File: src/rtl/rst_seq_pkg.sv
// Shared types and sizing helpers for the FIFO-path reset sequencer.
package rst_seq_pkg;

  typedef enum logic [1:0] {
    S_HOLD = 2'd0,
    S_GAP  = 2'd1,
    S_IDLE = 2'd2,
    S_ACK  = 2'd3
  } rst_seq_state_t;

  // Counter must hold the larger of the two reload values without wrapping.
  function automatic int cnt_width(input int hold, input int gap);
    int m;
    m = (hold > gap) ? hold : gap;
    return $clog2(m + 1);
  endfunction

  localparam int CNT_W = cnt_width(16, 4);

endpackage

File: src/rtl/rst_seq_timer.sv
// Loadable down-counter; saturates at zero and flags expiry while at zero.
module rst_seq_timer
  import rst_seq_pkg::*;
#(
  parameter int W = CNT_W
) (
  input  logic         CLK,
  input  logic         load,
  input  logic [W-1:0] load_val,
  output logic [W-1:0] cnt,
  output logic         expired
);

  always_ff @(posedge CLK) begin
    if (load) begin
      cnt <= load_val;
    end else if (cnt != '0) begin
      cnt <= cnt - 1'b1;
    end
  end

  assign expired = (cnt == '0);

endmodule

File: src/rtl/rst_seq_gen.sv
// Releases active-low stage resets in index order after a hold time, one per gap,
// restarted by RST or by a four-phase software request on SW_REQ/SW_ACK.
module rst_seq_gen
  import rst_seq_pkg::*;
#(
  parameter int N_STAGES    = 3,
  parameter int HOLD_CYCLES = 16,
  parameter int GAP_CYCLES  = 4
) (
  input  logic                CLK,
  input  logic                RST,
  input  logic                SW_REQ,
  output logic                SW_ACK,
  output logic [N_STAGES-1:0] STAGE_RST,
  output logic                BUSY,
  output logic [1:0]          DBG_STATE
);

  localparam int CW = cnt_width(HOLD_CYCLES, GAP_CYCLES);
  localparam int IW = (N_STAGES > 1) ? $clog2(N_STAGES) : 1;
  localparam logic [CW-1:0] HOLD_LD  = CW'(HOLD_CYCLES - 1);
  localparam logic [CW-1:0] GAP_LD   = CW'(GAP_CYCLES - 1);
  localparam logic [IW-1:0] LAST_IDX = IW'(N_STAGES - 1);

  rst_seq_state_t state;
  logic [IW-1:0]  idx;
  logic           sw_flag;
  logic           tmr_load;
  logic [CW-1:0]  tmr_val;
  logic [CW-1:0]  cnt;
  logic           expired;
  logic           last_rel;

  rst_seq_timer #(.W(CW)) u_timer (
    .CLK      (CLK),
    .load     (tmr_load),
    .load_val (tmr_val),
    .cnt      (cnt),
    .expired  (expired)
  );

  // The release that completes the whole sequence.
  assign last_rel = expired &&
                    (((state == S_HOLD) && (N_STAGES == 1)) ||
                     ((state == S_GAP) && (idx == LAST_IDX)));

  // Reload on every entry into a timed interval; RST doubles as the reset load.
  always_comb begin
    tmr_load = 1'b0;
    tmr_val  = HOLD_LD;
    if (RST) begin
      tmr_load = 1'b1;
    end else begin
      case (state)
        S_HOLD: if (expired && !last_rel) begin
          tmr_load = 1'b1;
          tmr_val  = GAP_LD;
        end
        S_GAP: if (expired && !last_rel) begin
          tmr_load = 1'b1;
          tmr_val  = GAP_LD;
        end
        S_IDLE: if (SW_REQ) tmr_load = 1'b1;
        default: ;
      endcase
    end
  end

  always_ff @(posedge CLK) begin
    if (RST) begin
      state     <= S_HOLD;
      STAGE_RST <= '0;
      BUSY      <= 1'b1;
      SW_ACK    <= 1'b0;
      idx       <= '0;
      sw_flag   <= 1'b0;
    end else begin
      case (state)
        S_HOLD: if (expired) begin
          STAGE_RST[0] <= 1'b1;
          idx          <= IW'(1);
          state        <= S_GAP;
        end
        S_GAP: if (expired) begin
          STAGE_RST[idx] <= 1'b1;
          idx            <= idx + 1'b1;
        end
        S_IDLE: if (SW_REQ) begin
          STAGE_RST <= '0;
          BUSY      <= 1'b1;
          sw_flag   <= 1'b1;
          idx       <= '0;
          state     <= S_HOLD;
        end
        S_ACK: if (!SW_REQ) begin
          SW_ACK  <= 1'b0;
          BUSY    <= 1'b0;
          sw_flag <= 1'b0;
          state   <= S_IDLE;
        end
        default: state <= S_HOLD;
      endcase
      // Completion overrides the stage-advance assignments above.
      if (last_rel) begin
        idx <= '0;
        if (sw_flag) begin
          state  <= S_ACK;
          SW_ACK <= 1'b1;
        end else begin
          state <= S_IDLE;
          BUSY  <= 1'b0;
        end
      end
    end
  end

  assign DBG_STATE = state;

endmodule

File: config.mk
export PLATFORM = sky130hd
export DESIGN_NAME = rst_seq_gen
export DESIGN_NICKNAME = d
export VERILOG_FILES = /design/src/rtl/rst_seq_pkg.sv /design/src/rtl/rst_seq_timer.sv /design/src/rtl/rst_seq_gen.sv
export SDC_FILE = /design/constraint.sdc
export NUM_CORES = 1
export LEC_CHECK = 0
export ABC_AREA = 1
export CAP_MARGIN = 20
export CELL_PAD_IN_SITES_DETAIL_PLACEMENT = 0
export CELL_PAD_IN_SITES_GLOBAL_PLACEMENT = 1
export CORE_ASPECT_RATIO = 0.75
export CORE_MARGIN = 2
export CORE_UTILIZATION = 25
export DETAILED_ROUTE_END_ITERATION = 6
export PLACE_DENSITY_LB_ADDON = 0.1
export SKIP_LAST_GASP = 1
export SLEW_MARGIN = 20
export SYNTH_ARGS = -nofsm -noshare
export SYNTH_HDL_FRONTEND = slang
export SYNTH_HIERARCHICAL = 1
export SYNTH_SLANG_ARGS = --single-unit
export TNS_END_PERCENT = 20
File: constraint.sdc
create_clock -name CLK -period 2.1 [get_ports CLK]
set_input_delay 0.525 -clock CLK [delete_from_list [all_inputs] [get_ports CLK]]
set_output_delay 0.525 -clock CLK [all_outputs]
set_load 0.02 [all_outputs]
* Yosys cells after proc, flatten, opt, wreduce, memory -nomap -nowiden
Cells that the tools add are included.
W data, S select, Z words.
** Operators by class
- $add $sub $neg :: 2
- Order comparisons :: 2
- Equality and inequality tests :: 11
- Mux-type cells :: 36
- Bitwise logic cells :: 1
- Reduce and logical (&&, ||, !) cells :: 19
** Operators by type and width (number)
- $mux W1 :: 16
- $mux W5 :: 3
- $pmux W2 S3 :: 2
- $mux W2 :: 5
- $ne A3 B3 Y1 const B :: 3
- $mux W4 :: 2
- $ne A2 B2 Y1 const B :: 4
- $reduce_and A4 Y1 :: 2
- $eq A2 B2 Y1 const B :: 3
- $mux W3 :: 2
- $pmux W1 S2 :: 3
- $reduce_and A3 Y1 :: 2
- $reduce_bool A2 Y1 :: 3
- $logic_not A5 Y1 :: 1
- $reduce_bool A5 Y1 :: 1
- $sub A5 B1 Y5 const B :: 1
- $logic_and A1 B1 Y1 :: 4
- $pmux W2 S2 :: 1
- $reduce_bool A4 Y1 :: 1
- $reduce_or A2 Y1 :: 2
- $lt A2 B3 Y1 const B :: 1
- $or A3 B3 Y3 :: 1
- $pmux W1 S3 :: 1
- $reduce_bool A3 Y1 :: 1
- 6 further kinds :: 6
** Storage, ports and cells
- Register bits after elaboration :: 15
- Bits of input ports :: 3
- Word-level logic and storage cells :: 79

* Depth between registers and ports, before layout
Gate-level depths: netlist of run 1.
- Word-level depth :: 9
- Gate-level depth with buffers :: 12
- Depth with buffers taken out :: 11

* Hierarchy
The synthesis of run 1 kept the hierarchy.
** Modules (own cells, without submodules)
- rst_seq_gen :: instances 1, cells each 95, area an instance 713.2 sq um
- rst_seq_timer :: instances 1, cells each 36, area an instance 294.0 sq um

* Worst setup path after synthesis of run 1
No wires, ideal clock.
- Kind :: register to register
- Start :: register state[1], in the netlist DBG_STATE[1]
- End :: register u_timer.cnt[0] (enable)
- Arrival :: 1660 ps
- Data required time :: 1787 ps
- Setup slack :: 127 ps
- Stages on the path, launching flop included :: 12
- Buffers on the path :: 2
- Cells stage by stage :: dfxtp_1 > bufinv_8 > ha_1 > buf_6 > nand2_1 > nand2_1 > nor2_1 > o21ai_1 > nand2_1 > buf_4 > inv_1 > nand2_1
** Between the ends
- Word-level cells in the longest chain between the ends :: 9
- Elaborated cells on any way between the ends :: 12
- Classes of those cells :: 2 x eq/ne; 3 x mux; 7 x reduce/logical
** Ends and longest elaborated chain
- from (decl) :: line rst_seq_gen.sv:25 : rst_seq_state_t state;
- from (signal assigned) :: line rst_seq_gen.sv:71 : state <= S_HOLD;
- from (signal assigned) :: line rst_seq_gen.sv:82 : state <= S_GAP;
- from (signal assigned) :: line rst_seq_gen.sv:93 : state <= S_HOLD;
- $eq A2 B1 Y1 :: line rst_seq_gen.sv:45, rst_seq_gen.sv:54
- $logic_and A1 B1 Y1 :: line rst_seq_gen.sv:45 : ((state == S_GAP) && (idx == LAST_IDX)));
- $logic_and A1 B1 Y1 :: line rst_seq_gen.sv:43 : assign last_rel = expired &&
- $logic_not A1 Y1 :: line rst_seq_gen.sv:55, rst_seq_gen.sv:59
- $logic_and A1 B1 Y1 :: line rst_seq_gen.sv:55, rst_seq_gen.sv:59
- $mux W1 :: line rst_seq_gen.sv:55, rst_seq_gen.sv:59
- $pmux W1 S2 * :: line rst_seq_gen.sv:54 : case (state)
- $mux W1 * :: line rst_seq_gen.sv:51 : if (RST) begin
- via tmr_load :: line rst_seq_gen.sv:28 : logic tmr_load;
- $reduce_bool A2 Y1 (no source line) *
- to (signal assigned) :: line rst_seq_timer.sv:16 : cnt <= load_val;
- to (signal assigned) :: line rst_seq_timer.sv:18 : cnt <= cnt - 1'b1;
- to (decl) :: line rst_seq_timer.sv:10 : output logic [W-1:0] cnt,
Mark *: on every way through the listed nets, which the timed path passes. The rest lies on a longest branch.
A chain may end at the register's enable or synchronous reset.

* Worst setup path after layout of run 1
Same ends and word-level chain as after synthesis.

==> results of run 1 <==
==> cells in the final DEF (no fill, tap or decap), drive strengths merged <==
cell           Yosys  routed
a21oi              9       9
buf                2       3
bufinv             2       2
clkbuf             0       3
clkdlybuf4s50      0       9
clkinv             1       2
conb               2       3
dfxtp             10      10
edfxtp             5       5
ha                 9       9
inv               17      17
nand2             41      41
nand3              7       7
nand3b             1       1
nand4              1       1
nor2              13      13
o21ai              8       8
o221ai             1       1
or2                1       1
xnor2              1       1
==> power by group <==
part           internal (uW)  total [uW]  switching [uW]  leakage [uW]
clock network            131         240             108     0.0000255
registers                379         430            50.7      0.000134
logic                    246         573             327      0.000405
==> sequential cells by signal (all words and copies together), names as in the netlist <==
| register | cells |
|---|---|
| BUSY | 1 |
| DBG_STATE | 2 |
| STAGE_RST | 3 |
| SW_ACK | 1 |
| idx | 2 |
| sw_flag | 1 |
| u_timer/cnt | 5 |
==> per-stage QoR <==
| stage | instances | hold WS (ps) | util (%) | total power [uW] | setup slack, ps |
|---|---|---|---|---|---|
| floorplan | 132 | 458.1 | - | 866.4 | 127.3 |
| global placement | 194 | 438.6 | 31.15 | 1019 | 213.7 |
| detailed placement | 194 | 449.5 | 31.15 | 1013 | 153.1 |
| CTS | 198 | 459.7 | 32.38 | 1259 | 236.0 |
| global route | 198 | 481.5 | 32.38 | 1343 | 67.28 |
| finish | 198 | 451.5 | 32.38 | 1242 | 264.9 |
==> cell usage after synthesis (2+ instances only) <==
cell and n:
sky130_fd_sc_hd__nand3_1 5, sky130_fd_sc_hd__inv_1 14, sky130_fd_sc_hd__o21ai_0 2, sky130_fd_sc_hd__nor2_1 11, sky130_fd_sc_hd__inv_2 3, sky130_fd_sc_hd__a21oi_1 6, sky130_fd_sc_hd__nand2_1 37, sky130_fd_sc_hd__bufinv_8 2
sky130_fd_sc_hd__dfxtp_1 10, sky130_fd_sc_hd__o21ai_1 6, sky130_fd_sc_hd__conb_1 2, sky130_fd_sc_hd__edfxtp_1 5, sky130_fd_sc_hd__ha_1 9, sky130_fd_sc_hd__a21oi_2 3, sky130_fd_sc_hd__nand3_2 2, sky130_fd_sc_hd__nand2_2 4
==> how the worst max path moves through the flow <==
stage / start / to / slack, ps / cells past startpoint
2_1_floorplan: DBG_STATE[1] / u_timer/cnt[0] / 130 / 11
3_3_place_gp: SW_REQ / u_timer/cnt[0] / 210 / 7
3_5_place_dp: SW_REQ / u_timer/cnt[1] / 150 / 7
4_1_cts: u_timer/cnt[0] / u_timer/cnt[1] / 240 / 10
5_1_grt: u_timer/cnt[0] / u_timer/cnt[3] / 70 / 10
6_report: DBG_STATE[1] / u_timer/cnt[0] / 260 / 9
==> final cells by class <==
| type | count | area share [%] |
|---|---|---|
| tap | 52 | 5.350 |
| inverter | 20 | 8.848 |
| sequential | 15 | 28.81 |
| multi-input combinational | 95 | 43.93 |
| timing repair buffer | 12 | 9.259 |
| clock buffer | 3 | 3.395 |
| clock inverter | 1 | 0.4115 |
==> layer usage <==
metal	vias to the layer above	share of wire, %	GRT usage, %
li1	434	-	-
met1	346	55	13.71
met2	15	39	14.53
met3	2	4.4	3.201
met4	0	0.64	2.296
met5	-	0	0
==> critical path, delay by kind of cell, from the launching register on <==
kind	cells	cell delay [ps]
AO/OA/AOI/OAI	1	80
adder cells (fa/ha/maj)	1	300
buffers and inverters	2	240
flip-flops	1	330
AND/OR/NAND/NOR	5	570
==> logic make-up after synthesis <==
logic type                 Yosys count  synth area share [%]
other                                2                0.7456
xor gates and xnor gates             1                0.8697
DFF                                 15                 34.78
buffers and inverters               22                 12.55
and+or+nand+nor                     64                 29.44
adders and majority gates            9                 11.18
AOI/OAI and AO/OA                   18                 10.44
==> impl_summary.md, run 1 <==
Timing
The count of pins over their slew limit is 0. The total negative slack is 0 ps. Setup violations remaining at the end of the flow were counted as 0.

The highest clock rate is 544.9 MHz. The portion of the clock cycle consumed by the worst path in the final layout is 87.38%. Setup repair after global routing left no endpoint under its margin. For the finished layout, the period the worst path requires is 1835 ps.

The number of hold violations in the final report came to 0. The final worst clock skew is 0.9772 ps.

Clocking
In this run, post-CTS repair resized a total of 0 instances. Hold repair after CTS inserted 0 buffers. The maximum count of clock buffers along a single path is 2.

The H-tree depth is 1. The total CTS buffers is 3. CTS saw 15 sinks.

The tree is rooted in a sky130_fd_sc_hd__clkbuf_8. TritonCTS built the clock tree. The insertion delay to the later sink of the worst-skew pair is 250 ps. The clock transition at the registers of the reported paths is 60 ps. After clock tree synthesis, the setup repair step added 0 buffers.

Logic synthesis
The most frequently used flop master after synthesis is sky130_fd_sc_hd__dfxtp_1. The number of enable-type register cells in the synthesized netlist is 5. Synthesis inferred 15 register bits. The netlist uses 26 different library cells. Of all cell types, the one taking the most synthesized area is sky130_fd_sc_hd__dfxtp_1. Yosys printed 6 warnings. The share of synthesized area in the top cell type comes to 19.88%. By area the synthesized netlist is led by sky130_fd_sc_hd__dfxtp_1 (20%), sky130_fd_sc_hd__edfxtp_1 (15%), sky130_fd_sc_hd__nand2_1 (14%). The synthesized area divided by synthesized cell count is 7.689 um2.

The share of synthesized registers carrying an async set or reset is 0%. The post-synth design cell area is 1007 um2. The cell count after synthesis came out at 131.

The part of the Yosys area used for sequential elements is 34.78%.

Floorplan
The core region is 3756 um2. Row generation in the floorplan step produced 19 rows. The die covers 4558 um2. The horizontal die dimension is 77.29 um. In this run the vertical extent of the chip is 58.97 um.

The number of primary I/O pins is 10. Once the floorplan was initialized, standard cells occupied 26.82% of the core.

Final layout
Compared with the post-synthesis result, the final layout area differs by 20.75%. Across the whole layout, storage elements account for 350.3 um2. With fillers left out, the area of the finished cells amounts to 1216 um2. After the last flow step, the layout net total stands at 159.

The antenna diode instance count is 0. The fraction of layout instances using a drive strength above 1 is 16.44%. The multi-input combinational cells in the finished layout cover a total of 534.3 um2.

The number of fillers in the final layout is 421.

Detailed routing
The violation count after the first detailed-route iteration is 14. The final routed DRC violation total is 0. Dividing the detail-routed via count by the number of cells gives 4.025. Dividing the detail-routed wire length by the instance count gives 10.27 um. In this run the remaining antenna-violating nets after routing total 0. The total via count after detailed routing is 797.

The final wirelength is 2033 um. The total iterations of the first detailed-routing run is 4.

Worst setup path
The worst setup path is captured at a flop. Measured in cells, the most critical reg-to-reg path has a length of 9. Among the stages of the critical path, the cell type that occurs most often is sky130_fd_sc_hd__nand2_1. The origin of the critical flop-to-flop path is DBG_STATE[1].

The worst endpoint data arrival time is 1780 ps. The endpoint identified for the worst register-to-register timing path is u_timer/cnt[0]. In this run the worst path has a maximum fanout of 9. The signal on the critical path passes through bufinv_8 > ha_1 > nand2_1 > nand2_1 > nor2_1 > o21ai_1 > nand2_1 > inv_1 > nand2_1. On the critical path, the stage with the largest delay is an instance of sky130_fd_sc_hd__dfxtp_1. The data required time of the worst path is 2040 ps. The type of the setup path with the least slack is flop to flop.

The register-to-register path setup slack is 260 ps. The peak per-stage delay on the critical path is 330 ps. The worst setup path is launched from a flop.

Worst hold path
Counting instances, the worst hold path has a depth of 2. The tightest min-delay check is of the flop to flop type. For hold timing, the worst endpoint is STAGE_RST[2]. In this run the most critical hold path is launched from STAGE_RST[2].

Power and ir drop
Dividing total power by cell area gives a power density of 1021 nW/um2. The worst ir drop on vdd is 0.0003352 V. Summed over all cells, the static leakage comes to 0.0005646 uW.

Placement
The count of buffers added on input and output ports is 9. The placed instances occupy a cell area of 1170 um2. The half-perimeter wire length after detailed placement is 1653 um.

At the end of routability-driven placement, the weighted congestion stood at 0.7554.

Global route
The via count of the first global-routing pass is 771. The number of antenna violations at the first check in global routing came to 0. The global-route wire length before repair is 3456 um. The pin count of the biggest net entering global routing is 10. For this run the aggregate overflow at the end of global routing stands at 0. Across every metal layer, demand over resource in global routing totals 9.730%.

Outcome
The flow ran to the end, and the final reports show no timing, DRC or antenna violations.

Job
Max-cap violations in this run came to 0.
Power figures use the tool's default switching activity.
==> run 2: changes to the inputs <==
Settings changed: CTS_CLUSTER_SIZE set to 28.
Clock period 2.1 ns to 1.5 ns, I/O delays scaled along.
==> run 2 against run 1 <==
Against the previous run: largest cell class unchanged; die area is the same; sequential power rose by 43%; wire length grew 16%; sequential share of layout area fell by 5.9 points; global-route usage grew 1.7 points; critical endpoint is now STAGE_RST[0]; critical path depth decreased by 8; the flow now finishes with violations (negative setup slack); worst hold slack gained 2.5 ps; flip-flop and latch count unchanged; clock power rose by 42%.
==> impl_summary.md, run 2 (same netlist as run 1, synthesis figures left out) <==
Floorplan
The effective utilization at floorplan is 26.82% (unchanged). The y dimension of the die was 58.97 um (unchanged). The site row count is 19 (unchanged). The die footprint is 4558 um2 (unchanged). The horizontal die dimension is 77.29 um (unchanged).

The number of primary I/O pins was 10 (unchanged). The core box area is 3756 um2 (unchanged).

Final layout
The post-layout instance area is 1559 um2 (was 1216 um2). The number of flip-flops under the largest register name is 5 (unchanged). The register containing the most flip-flops in the final layout is u_timer/cnt (unchanged).

The layout overhead on the synthesized area is 54.78% (was 20.75%). Registers with the most flip-flops: u_timer/cnt: 5 flops, STAGE_RST: 3 flops (unchanged). The fraction of layout instances using a drive strength above 1 is 42.35% (was 16.44%). The commonest non-fill, non-tap cell in the layout was sky130_fd_sc_hd__nand2_1 (unchanged). Most frequent cells in the layout: sky130_fd_sc_hd__nand2_1 (32), sky130_fd_sc_hd__buf_4 (25), sky130_fd_sc_hd__inv_1 (10), sky130_fd_sc_hd__dfxtp_1 (8), sky130_fd_sc_hd__clkdlybuf4s50_1 (7) (was sky130_fd_sc_hd__nand2_1 (37), sky130_fd_sc_hd__inv_1 (14), sky130_fd_sc_hd__nor2_1 (11), sky130_fd_sc_hd__dfxtp_1 (10)). The final-stage net count is 183 (was 159).

The antenna diode instance count is 0 (unchanged).

Detailed routing
The final wirelength was 2357 um (was 2033 um). The number of vias per cell came to 4.167 (was 4.025). The violation count after the first detailed-route iteration is 44 (was 14). The final routed DRC violation total is 0 (unchanged). The total iterations of the first detailed-routing run was 6 (was 4).

The detailed-route wire length per cell is 10.62 um (was 10.27 um). The count of nets left with antenna violations after detail routing is 0 (unchanged). The total via count after detailed routing was 925 (was 797).

Placement
The placed cell area is 1361 um2 (was 1170 um2). The last weighted congestion value of the routability-driven placer came to 0.7313 (was 0.7554). The half-perimeter wire length after detailed placement is 1848 um (was 1653 um).

The number of buffer cells added on primary ports is 9 (unchanged).

Timing
Unrepaired setup endpoints after global routing: yes (was no). After layout, the minimum clock period comes to 1572 ps. The final count of negative-setup-slack endpoints is 18 (was 0).

The final worst clock skew is 1.799 ps (was 0.9772 ps). The worst hold slack is 454.0 ps (was 451.5 ps). The total negative slack is -753.7 ps (was 0 ps). The setup slack of the critical path after layout is -72.23 ps (was 264.9 ps). The portion of the clock cycle consumed by the worst path in the final layout is 104.8%. The count of pins over their slew limit is 0 (unchanged). The highest clock rate is 636.0 MHz. The number of hold violations in the final report is 0 (unchanged).

Outcome
The checks that failed: negative setup slack. Run status: complete, but fails checks (was completed).

Worst setup path
The number of buffer and inverter instances along the worst setup path is 1 (was 2). The maximum net fanout on the critical path is 3 (was 9). The type of the setup path with the least slack is flop to output pin (was flop to flop). The data required time of the worst path is 1120 ps (was 2040 ps). The cell type of the slowest stage on the worst timing path is sky130_fd_sc_hd__clkdlybuf4s50_1 (was sky130_fd_sc_hd__dfxtp_1). The element type at the critical path end was an output pin (was flop). Cells along the critical path: clkdlybuf4s50_1 (was bufinv_8 > ha_1 > nand2_1 > nand2_1 > nor2_1 > o21ai_1 > nand2_1 > inv_1 > nand2_1). The kind of start point of the critical path is a flop (unchanged).

The worst endpoint data arrival time is 1200 ps (was 1780 ps). The cell family contributing the most delay on the critical path was buffers and inverters (was simple AND/OR/NAND/NOR gates). The peak per-stage delay on the critical path came to 610 ps (was 330 ps).

Global route
The pin count of the biggest net entering global routing is 10 (unchanged). The met3 capacity usage during global routing is 3.201% (unchanged). The combined global-route utilization of all metal layers is 11.47% (was 9.730%). The met1 track utilization from global routing came to 16.67% (was 13.71%). The met2 capacity usage during global routing is 17.14% (was 14.53%).

The global-route wire length before repair came to 3974 um (was 3456 um). The via count of the first global-routing pass is 878 (was 771). The number of antenna violations at the first check in global routing was 0 (unchanged). The most crowded layer after global routing is met2 (unchanged). The total overflow reported by the global router is 0 (unchanged).

Power and ir drop
The sum of internal, switching and leakage power is 2143 uW (was 1242 uW). The worst ir drop on vdd is 0.0004847 V (was 0.0003352 V). The static leakage power is 0.0007149 uW (was 0.0005646 uW). The total power per unit cell area is 1374 nW/um2 (was 1021 nW/um2).

Clocking
The maximum count of clock buffers along a single path is 2 (unchanged). The clock transition at the registers of the reported paths is 70 ps (was 60 ps). The clock tree from TritonCTS is built (unchanged). The cell at the root of the clock tree is sky130_fd_sc_hd__clkbuf_8 (unchanged). The CTS sink count was 15 (unchanged). The H-tree depth is 1 (unchanged).

The total CTS buffers is 3 (unchanged). The insertion delay to the later sink of the worst-skew pair was 250 ps (about the same).

Worst hold path
The classification of the worst-slack hold path is flop to flop (unchanged).

Job
The reported max-cap violation count is 0 (unchanged).
run 2: cell count changes in the layout (fill, tap and decap cells not counted), moves of 4 or more:
| cell | before | now |
|---|---|---|
| sky130_fd_sc_hd__ha_1 | 9 | 5 |
| sky130_fd_sc_hd__nand3_4 | 0 | 4 |
| sky130_fd_sc_hd__nand2_4 | 0 | 5 |
| sky130_fd_sc_hd__buf_4 | 3 | 25 |
| sky130_fd_sc_hd__nand2_1 | 37 | 32 |
| sky130_fd_sc_hd__nor2_4 | 0 | 5 |
| sky130_fd_sc_hd__nor2_1 | 11 | 6 |
| sky130_fd_sc_hd__inv_1 | 14 | 10 |
run 2: layer usage:
layer	part of all wire (%)	routed length [um]
met3	3.8	89
met2	41	975
met1	54	1278
met5	0	0
met4	0.55	13
run 2: where the power goes:
group	switching, uW	internal (uW)
Sequential	78.1	537
Combinational	618	569
Clock	156	184
run 2: layout make-up:
type,instances,area (um2)
clock buffer,3,41.29
clock inverter,1,5.005
fill,400,2197
inverter,20,106.4
multi-input combinational,96,693.2
sequential,15,357.8
tap,52,65.06
timing repair buffer,35,290.3
run 2: per-stage QoR:
stage	cells	util (%)	setup slack [ps]
4_1_cts	221	39.17	-191.7
2_1_floorplan	132	-	-102.4
6_report	222	41.51	-72.23
3_5_place_dp	214	36.24	-245.6
3_3_place_gp	214	36.24	-251.4
5_1_grt	222	41.51	-170.6
run 2: final timing paths:
check / to / cells after the start / start / slack (ps)
setup / recovery: STAGE_RST[0] / 1 / STAGE_RST[0] / -70
hold / removal: STAGE_RST[2] / 2 / STAGE_RST[2] / 450
setup reg to reg: u_timer/cnt[1] / 9 / DBG_STATE[1] / -60
hold reg to reg: STAGE_RST[2] / 2 / STAGE_RST[2] / 450
run 2: what timing repair did:
item,in CTS,in global routing
hold endpoints to repair,0,0
setup endpoints to repair,24,24
hold buffers,0,0
buffers inserted,2,1
resized for setup,12,19
cloned,1,0
pin swaps,7,6
